===== src/rtl/fetch_unit.sv =====
// Instruction fetch stage: program counter, single-outstanding memory read,
// and a small prefetch FIFO that presents instruction bytes to the decoder.
module fetch_unit #(
    parameter int unsigned ADDR_W     = 8,
    parameter int unsigned DEPTH      = 2,
    parameter logic [7:0]  HALT_INSTR = 8'hFF
) (
    input  logic              clock,
    input  logic              reset_n,
    input  logic              ena,
    input  logic              pc_load,
    input  logic [ADDR_W-1:0] pc_load_addr,
    output logic              mem_req,
    output logic [ADDR_W-1:0] mem_addr,
    input  logic              mem_ack,
    input  logic [7:0]        mem_rdata,
    output logic [7:0]        instr_out,
    output logic              instr_valid,
    input  logic              instr_ready,
    output logic [ADDR_W-1:0] pc_out,
    output logic              halted
);

    localparam int unsigned      PTR_W = $clog2(DEPTH);
    localparam int unsigned      CNT_W = PTR_W + 1;
    localparam logic [CNT_W-1:0] FULL  = CNT_W'(DEPTH);

    typedef enum logic [1:0] {
        ST_IDLE,
        ST_REQ,
        ST_DRAIN,
        ST_HALT
    } state_e;

    state_e            state_q, state_d;
    logic [ADDR_W-1:0] pc_q, pc_d;
    logic [ADDR_W-1:0] addr_q, addr_d;
    logic              req_q, req_d;
    logic              halted_q, halted_d;
    logic [7:0]        fifo_q [DEPTH];
    logic [7:0]        fifo_d [DEPTH];
    logic [PTR_W-1:0]  rd_q, rd_d;
    logic [PTR_W-1:0]  wr_q, wr_d;
    logic [CNT_W-1:0]  cnt_q, cnt_d;
    logic              valid_q, valid_d;
    logic [7:0]        out_q, out_d;

    logic ack;
    logic push;
    logic pop;

    always_comb begin
        state_d  = state_q;
        pc_d     = pc_q;
        addr_d   = addr_q;
        req_d    = req_q;
        halted_d = halted_q;
        fifo_d   = fifo_q;
        rd_d     = rd_q;
        wr_d     = wr_q;
        cnt_d    = cnt_q;

        ack  = req_q & mem_ack;
        pop  = (cnt_q != '0) & instr_ready & ena;
        push = ack & (state_q == ST_REQ) & ~pc_load;

        if (push) begin
            fifo_d[wr_q] = mem_rdata;
            wr_d         = wr_q + PTR_W'(1);
        end
        if (pop) begin
            rd_d = rd_q + PTR_W'(1);
        end
        unique case ({push, pop})
            2'b10:   cnt_d = cnt_q + CNT_W'(1);
            2'b01:   cnt_d = cnt_q - CNT_W'(1);
            default: cnt_d = cnt_q;
        endcase

        if (pc_load) begin
            // Redirect wins over push/pop; an unacked request is kept on the bus
            // and its data thrown away in DRAIN.
            rd_d     = '0;
            wr_d     = '0;
            cnt_d    = '0;
            pc_d     = pc_load_addr;
            halted_d = 1'b0;
            addr_d   = addr_q;
            if ((state_q == ST_REQ || state_q == ST_DRAIN) && !ack) begin
                state_d = ST_DRAIN;
                req_d   = 1'b1;
            end else begin
                state_d = ST_IDLE;
                req_d   = 1'b0;
            end
        end else begin
            unique case (state_q)
                ST_IDLE: begin
                    if (ena && !halted_q && (cnt_q < FULL)) begin
                        state_d = ST_REQ;
                        req_d   = 1'b1;
                        addr_d  = pc_q;
                    end
                end
                ST_REQ: begin
                    if (ack) begin
                        pc_d = pc_q + ADDR_W'(1);
                        if (mem_rdata == HALT_INSTR) begin
                            state_d  = ST_HALT;
                            req_d    = 1'b0;
                            halted_d = 1'b1;
                        end else if (ena && (cnt_d < FULL)) begin
                            addr_d = pc_q + ADDR_W'(1);
                        end else begin
                            state_d = ST_IDLE;
                            req_d   = 1'b0;
                        end
                    end
                end
                ST_DRAIN: begin
                    if (ack) begin
                        state_d = ST_IDLE;
                        req_d   = 1'b0;
                    end
                end
                ST_HALT: begin
                    state_d = ST_HALT;
                end
            endcase
        end

        valid_d = (cnt_d != '0);
        out_d   = valid_d ? fifo_d[rd_d] : 8'h00;
    end

    always_ff @(posedge clock or negedge reset_n) begin
        if (!reset_n) begin
            state_q  <= ST_IDLE;
            pc_q     <= '0;
            addr_q   <= '0;
            req_q    <= 1'b0;
            halted_q <= 1'b0;
            rd_q     <= '0;
            wr_q     <= '0;
            cnt_q    <= '0;
            valid_q  <= 1'b0;
            out_q    <= 8'h00;
            for (int unsigned i = 0; i < DEPTH; i++) begin
                fifo_q[i] <= '0;
            end
        end else begin
            state_q  <= state_d;
            pc_q     <= pc_d;
            addr_q   <= addr_d;
            req_q    <= req_d;
            halted_q <= halted_d;
            rd_q     <= rd_d;
            wr_q     <= wr_d;
            cnt_q    <= cnt_d;
            valid_q  <= valid_d;
            out_q    <= out_d;
            fifo_q   <= fifo_d;
        end
    end

    assign mem_req     = req_q;
    assign mem_addr    = addr_q;
    assign pc_out      = pc_q;
    assign instr_out   = out_q;
    assign instr_valid = valid_q;
    assign halted      = halted_q;

endmodule


===== config.mk =====
export PLATFORM = sky130hd
export DESIGN_NAME = fetch_unit
export DESIGN_NICKNAME = d
export VERILOG_FILES = /design/src/rtl/fetch_unit.sv
export SDC_FILE = /design/constraint.sdc
export NUM_CORES = 1
export LEC_CHECK = 0
export ABC_AREA = 1
export CORE_ASPECT_RATIO = 1.25
export CORE_MARGIN = 3
export CORE_UTILIZATION = 35
export CTS_CLUSTER_DIAMETER = 60
export DETAILED_ROUTE_END_ITERATION = 8
export GPL_TIMING_DRIVEN = 0
export PLACE_DENSITY = 0.67
export SKIP_LAST_GASP = 1
export SYNTH_ARGS = -nofsm -noshare
export SYNTH_HDL_FRONTEND = slang
export SYNTH_SLANG_ARGS = --single-unit

===== constraint.sdc =====
create_clock -name clock -period 6.2 [get_ports clock]
set_input_delay 1.24 -clock clock [delete_from_list [all_inputs] [get_ports clock]]
set_output_delay 1.24 -clock clock [all_outputs]
set_load 0.005 [all_outputs]

==> summary.txt, run 1 <==
Status
  – Status: finished clean

Floorplanning
  – Height of the die: 102.9 um
  – Starting Density: 0.3680
  – Die X: roughly 84 um
  – Core area: 0.007147 mm2
  – Row cnt: 34
  – Io pins: 49
  – Die area: 0.008597 mm2

Global routing
  – Number of global-route vias before repair: 2370
  – Grt ovf: 0
  – First-pass GRT wire length: approximately 10000 um
  – Initial antenna violation count: 0
  – Gr usage total: 0.1443
  – Pin count of the biggest net entering global routing: 33

Logic synthesis
  – Synthesized cell area: around 0.0026 mm2
  – Post-synthesis sequential area ratio: 0.4662
  – #FFs+latches synth: 49
  – Post-Syn Nets: between 300 and 400
  – Top_reg_cell synth: dfrtp_1
  – Cell taking the most area after synthesis: dfrtp_1
  – Post-synth cell types: 29
  – Synth area leaders: dfrtp_1 (47%), nand2_1 (13%), inv_1 (7.1%)
  – Synth async-reset ratio: 1.000
  – Mean post-synth cell area: approximately 8.0 um2
  – Share of the synthesized area in the top cell type: 0.4662
  – Post-synth EDFFs: 0
  – Yosys warnings: 0
  – Mapped Cells: around 330

Critical path
  – Crit end category: flop
  – Crit path launch type: input port
  – Setup CP Type: in2reg
  – WP data required: 6390 ps
  – Buf/Inv on CP: 3
  – CP arrival: 3300 ps
  – Max incr delay on CP: between 400 and 500 ps
  – Critical path's top delay family: simple AND/OR/NAND/NOR gates
  – Max stage delay cell, worst path: clkdlybuf4s50_1
  – FF-to-FF setup slack: 3740 ps
  – CP cell instances: clkdlybuf4s50_1, nand2_1, inv_2, nand2_8, ha_1, inv_1, nand3_1, nand2_1, nand4_1, nand2_1, nand2_2, nand2_1, nand2_1
  – CP most frequent cell: nand2_1
  – Max FO, Critical Path: 9

Placed design
  – Dpl cells: 466
  – Post-DP HPWL: 4565 um
  – PortBufs: 47
  – Placer Congestion: 0.8932

Clocking
  – CTS tree: built
  – Max Root-Sink Buffers: 2
  – Setup Buffers After CTS: 0
  – CTS Root Cell: clkbuf_8
  – H-Tree Depth: 2
  – Gates resized, CTS repair: 0
  – # clock sinks: 49
  – Worst skew pair latency: 290 ps
  – TritonCTS Buffers: 5
  – Hold buffer count at CTS: 0
  – CTS clk-pin slew, worst paths: 90 ps

Layout
  – Layout area overhead: 27.83%
  – Fin nets: 412
  – Most common cell after layout, fill and taps aside: nand2_1
  – Most frequent cells in the layout: nand2_1 (91), inv_1 (50), dfrtp_1 (49), clkdlybuf4s50_1 (46)
  – Fraction of layout cells with a size suffix above 1: 0.1224
  – Layout fillers: 734
  – Non-filler cells in the finished layout: around 470
  – Antenna diodes: 0

STA
  – Final worst-path cycle share: 0.5013
  – Hold slack: roughly 470 ps
  – Final Skew: between 5 and 6 ps
  – Worst Tran Pin Value: 667.3 ps
  – Max transition margin: 0.5521
  – Fin. max-slew vios: 0
  – RSZ-0062 raised after global routing: no
  – Setup TNS Final: 0 ps
  – Final setup viols: 0
  – Final hold vios: 0
  – Min cycle time layout: 3108 ps
  – Peak Freq: 0.3217 GHz

Power and ir drop
  – Power per cell area: 361.6 mW/mm2
  – Worst IR drop on VDD: 0.1898 mV
  – Leak: 1.733 nW

Route
  – TritonRoute pass-1 iters: 4
  – Routed vias/inst: around 4.7
  – Initial DRC Count: 96
  – Remaining DRCs: 0
  – Post-route ant nets: 0
  – Routed WL per cell: 12.08 um
  – Routed WL: roughly 5700 um
  – Vias: 2243

Worst hold path
  – Tightest Hold Check Type: reg2reg

Job
  – Number of max-cap violations: 0
-- per-layer routing --
metal	global-route usage	routed length (um)	vias to the layer above
li1	-	-	1126
met2	0.2667	2938	52
met3	0.02798	282	9
met1	0.1675	2428	1056
met5	0	0	-
met4	0.05322	74	0
-- cell type report --
cell class / instances / area [um2] / share of cell area
multi-input cells: 210 / 1106 / 0.3290
plain buffers: 8 / 61.31 / 0.01824
well taps: 90 / 112.6 / 0.03349
inverters: 61 / 236.5 / 0.07034
repair buffers: 48 / 485.5 / 0.1444
clock buffers: 5 / 68.82 / 0.02047
clock inverters: 3 / 65.06 / 0.01935
flip-flops and latches: 49 / 1226 / 0.3647
-- power breakdown --
part / total [mW] / internal [mW] / switching (mW)
Clock: 0.262 / 0.160 / 0.102
Combinational: 0.496 / 0.222 / 0.274
Sequential: 0.457 / 0.409 / 0.0475
Total: 1.22 / 0.792 / 0.424
-- stage by stage --
| step | util | area, um2 | worst slack [ps] | total power, mW |
|---|---|---|---|---|
| 2_1_floorplan | - | 2630 | 3434 | 0.7850 |
| 3_3_place_gp | 0.4496 | 3213 | 2442 | 0.9504 |
| 3_5_place_dp | 0.4517 | 3228 | 2781 | 0.9682 |
| 4_1_cts | 0.4704 | 3362 | 3081 | 1.236 |
| 5_1_grt | 0.4704 | 3362 | 2895 | 1.324 |
| 6_report | 0.4704 | 3362 | 3092 | 1.216 |
-- flip-flops by register name, summed over array words and instances (netlist names) --
name         count
mem_addr         8
fifo_q          16
instr_valid      1
state_q          2
pc_out           8
wr_q             1
instr_out        8
rd_q             1
cnt_q            2
halted           1
mem_req          1
-- synth_stat cells, types with 2 or more instances --
cell type and instances:
buf_4 2, dfrtp_1 49, nand4_1 3, xor2_1 4, a21oi_1 4, inv_1 50, inv_2 9, nor2_1 21
nand2_1 91, ha_1 7, nor2_8 2, nor2_2 2, o21ai_1 14, o21ai_2 11, clkbuf_1 2, a21boi_0 2
nand2_2 3, nand3_1 21, o211ai_1 5, buf_6 3, o21ai_0 15
-- cell families after synthesis --
| group | count (synthesis) | synth area share |
|---|---|---|
| xor+xnor | 4 | 0.01332 |
| fa+ha+maj | 7 | 0.03330 |
| compound gates | 52 | 0.1227 |
| simple gates | 147 | 0.2512 |
| flops | 49 | 0.4662 |
| buf+inv | 69 | 0.1132 |
-- final timing paths --
kind                       cells past startpoint           to         from
max                                           13  mem_addr[3]      mem_ack
min                                            2  mem_addr[5]  mem_addr[5]
max reg2reg                                   15  mem_addr[3]   state_q[1]
min reg2reg                                    2  mem_addr[5]  mem_addr[5]
max in group asynchronous                      2    fifo_q[6]      reset_n
min in group asynchronous                      1  mem_addr[4]      reset_n
-- worst reg2reg max path, stage by stage (launching register included) --
cell     delay, ps
dfrtp_1        420
inv_1          120
ha_1           170
buf_6          130
inv_4           60
nor2_8         110
nand2_8         80
ha_1           310
inv_1          100
nand3_1         80
nand2_1         90
nand4_1        100
nand2_1        260
nand2_2        180
nand2_1        100
nand2_1         50
(Power assumes the default switching activity.)
==> inputs of run 2 (changes only) <==
--- a/config.mk
+++ b/config.mk
@@ -12,7 +12,7 @@
 export CTS_CLUSTER_DIAMETER = 60
 export DETAILED_ROUTE_END_ITERATION = 8
 export GPL_TIMING_DRIVEN = 0
-export PLACE_DENSITY = 0.67
+export PLACE_DENSITY = 0.69
 export SKIP_LAST_GASP = 1
 export SYNTH_ARGS = -nofsm -noshare
 export SYNTH_HDL_FRONTEND = slang
==> constraint.sdc (replaced) <==
create_clock -name clock -period 2.5 [get_ports clock]
set_input_delay 0.5 -clock clock [delete_from_list [all_inputs] [get_ports clock]]
set_output_delay 0.5 -clock clock [all_outputs]
set_load 0.005 [all_outputs]
==> summary.txt, run 2 (same netlist as run 1, synthesis figures left out) <==
STA
  – Setup ws final: approximately 220 ps
  – Peak Freq: 0.4391 GHz
  – Final Skew: 9.194 ps
  – Final worst-path cycle share: 0.9109
  – Setup TNS Final: 0 ps
  – Fin. max-slew vios: 0
  – Max transition margin: 0.5323
  – Min cycle time layout: 2277 ps
  – Worst Tran Pin Value: 696.8 ps
  – RSZ-0062 raised after global routing: no
  – Final setup viols: 0
  – Final hold vios: 0

Global routing
  – Initial antenna violation count: 0
  – Pin count of the biggest net entering global routing: 41
  – First-pass GRT wire length: 9949 um
  – Gr usage total: 0.1425
  – Number of global-route vias before repair: 2260
  – Grt ovf: 0

Critical path
  – Max FO, Critical Path: 7
  – FF-to-FF setup slack: 220 ps
  – Setup CP Type: reg2reg
  – Crit path launch type: flop
  – CP arrival: 2480 ps
  – Worst r2r src: state_q[1]
  – Worst reg-to-reg path cell count: 14
  – Worst R2R End: mem_addr[4]
  – Crit end category: flop
  – WP data required: roughly 2700 ps

Placed design
  – DP Area: 0.003228 mm2
  – Placer Congestion: around 0.90
  – Post-DP HPWL: 4313 um
  – Dpl cells: 466
  – PortBufs: 47
  – Dpl ws: -169.7 ps

Job
  – Number of max-cap violations: 0

Route
  – Routed WL: between 5000 and 6000 um
  – TritonRoute pass-1 iters: 4
  – Met1 wire length: ~2500 um
  – Post-route ant nets: 0
  – Remaining DRCs: 0
  – Met3 Wirelength: 224 um
  – Top sig layer: met4
  – Met2 wire length: 2857 um
  – Routed WL per cell: 11.93 um
  – Vias: 2211
  – Routed vias/inst: between 4 and 5
  – Initial DRC Count: 62

Layout
  – Layout area overhead: 27.78%
  – Fin nets: between 400 and 500
  – Non-filler cells in the finished layout: 476
  – Layout fillers: 714
  – Reg area: 0.001226 mm2
  – Antenna diodes: 0
  – Fraction of layout cells with a size suffix above 1: 0.1321
  – Most frequent cells in the layout: nand2_1 (90), inv_1 (49), dfrtp_1 (49), clkdlybuf4s50_1 (46)
  – Most common cell after layout, fill and taps aside: nand2_1
  – Max reg flops: 16
  – Final non-filler cell area: between 0.003 and 0.004 mm2
  – Most flop-heavy register: fifo_q
  – Multi-input gate area: roughly 0.0011 mm2

Floorplanning
  – Die X: 83.54 um
  – Die area: 0.008597 mm2
  – Starting Density: 0.3680
  – Core area: 0.007147 mm2
  – Height of the die: slightly above 100 um
  – Row cnt: 34
  – Io pins: 49

Power and ir drop
  – Total power draw: slightly below 3 mW
  – Leak: 1.735 nW
  – Worst IR drop on VDD: 0.4201 mV
  – Power per cell area: 865.0 mW/mm2

Worst hold path
  – Tightest Hold Check Type: in2async

Clocking
  – H-Tree Depth: 2
  – Worst skew pair latency: 300 ps
  – # clock sinks: 49
  – CTS Root Cell: clkbuf_8
  – CTS tree: built
  – TritonCTS Buffers: 5
  – CTS clk-pin slew, worst paths: 100 ps
  – Hold buffer count at CTS: 0
  – Max Root-Sink Buffers: 2

Status
  – Status: finished clean
[run 2: changes by cell type in the layout (fill, tap and decap cells not counted), sizes merged]
cell and change:
buf +2, bufinv -2, clkbuf +1, inv +1
[run 2: worst max path at each step]
stage,startpoint,end,slack [ps],cells after the start
2_1_floorplan,state_q[1],mem_addr[7],360,15
3_3_place_gp,reset_n,instr_out[5],-470,1
3_5_place_dp,mem_ack,mem_addr[4],-170,13
4_1_cts,state_q[1],mem_addr[4],40,15
5_1_grt,state_q[1],mem_addr[0],3,15
6_report,state_q[1],mem_addr[4],220,14
[run 2: where the power goes]
group	internal [mW]	leakage, nW	switching, mW	total, mW
logic	0.576	1.06	0.694	1.27
registers	1.02	0.625	0.117	1.13
clock network	0.230	0.0518	0.274	0.504
[run 2: worst max-delay path: stages (launching register included)]
cell     delay (ps)
dfrtp_1         430
inv_2            90
ha_1            150
buf_6           130
inv_4            70
nor2_8          110
nand2_8          80
ha_1            310
inv_1           100
nand4_1         150
nand4_1         180
nand2_4         100
buf_4           150
nand3_1          60
nand2_1          50
[run 2: layout make-up]
type / instances / share of cell area
plain buffers: 8 / 0.01824
inverters: 61 / 0.07036
clock inverters: 2 / 0.005212
repair buffers: 50 / 0.1489
clock buffers: 6 / 0.02457
multi-input cells: 210 / 0.3343
well taps: 90 / 0.03351
flip-flops and latches: 49 / 0.3649
[run 2: timing repair]
item / 4_1_cts / 5_1_grt
buffers inserted: 0 / 2
gates resized for setup: 0 / 5
setup endpoints to repair: 0 / 17
[run 2: stage by stage]
| stage | utilization | hold WS [ps] |
|---|---|---|
| floorplan | - | 204.4 |
| global placement | 0.4496 | 453.7 |
| detailed placement | 0.4517 | 382.4 |
| CTS | 0.4657 | 41.59 |
| global route | 0.4702 | 46.74 |
| finish | 0.4702 | 49.56 |
[run 2: per-layer routing]
layer / track usage / vias to the layer above
met5: 0 / -
met4: 0.04332 / 0
met3: 0.02958 / 4
met2: 0.2648 / 39
met1: 0.1668 / 1032
li1: - / 1136
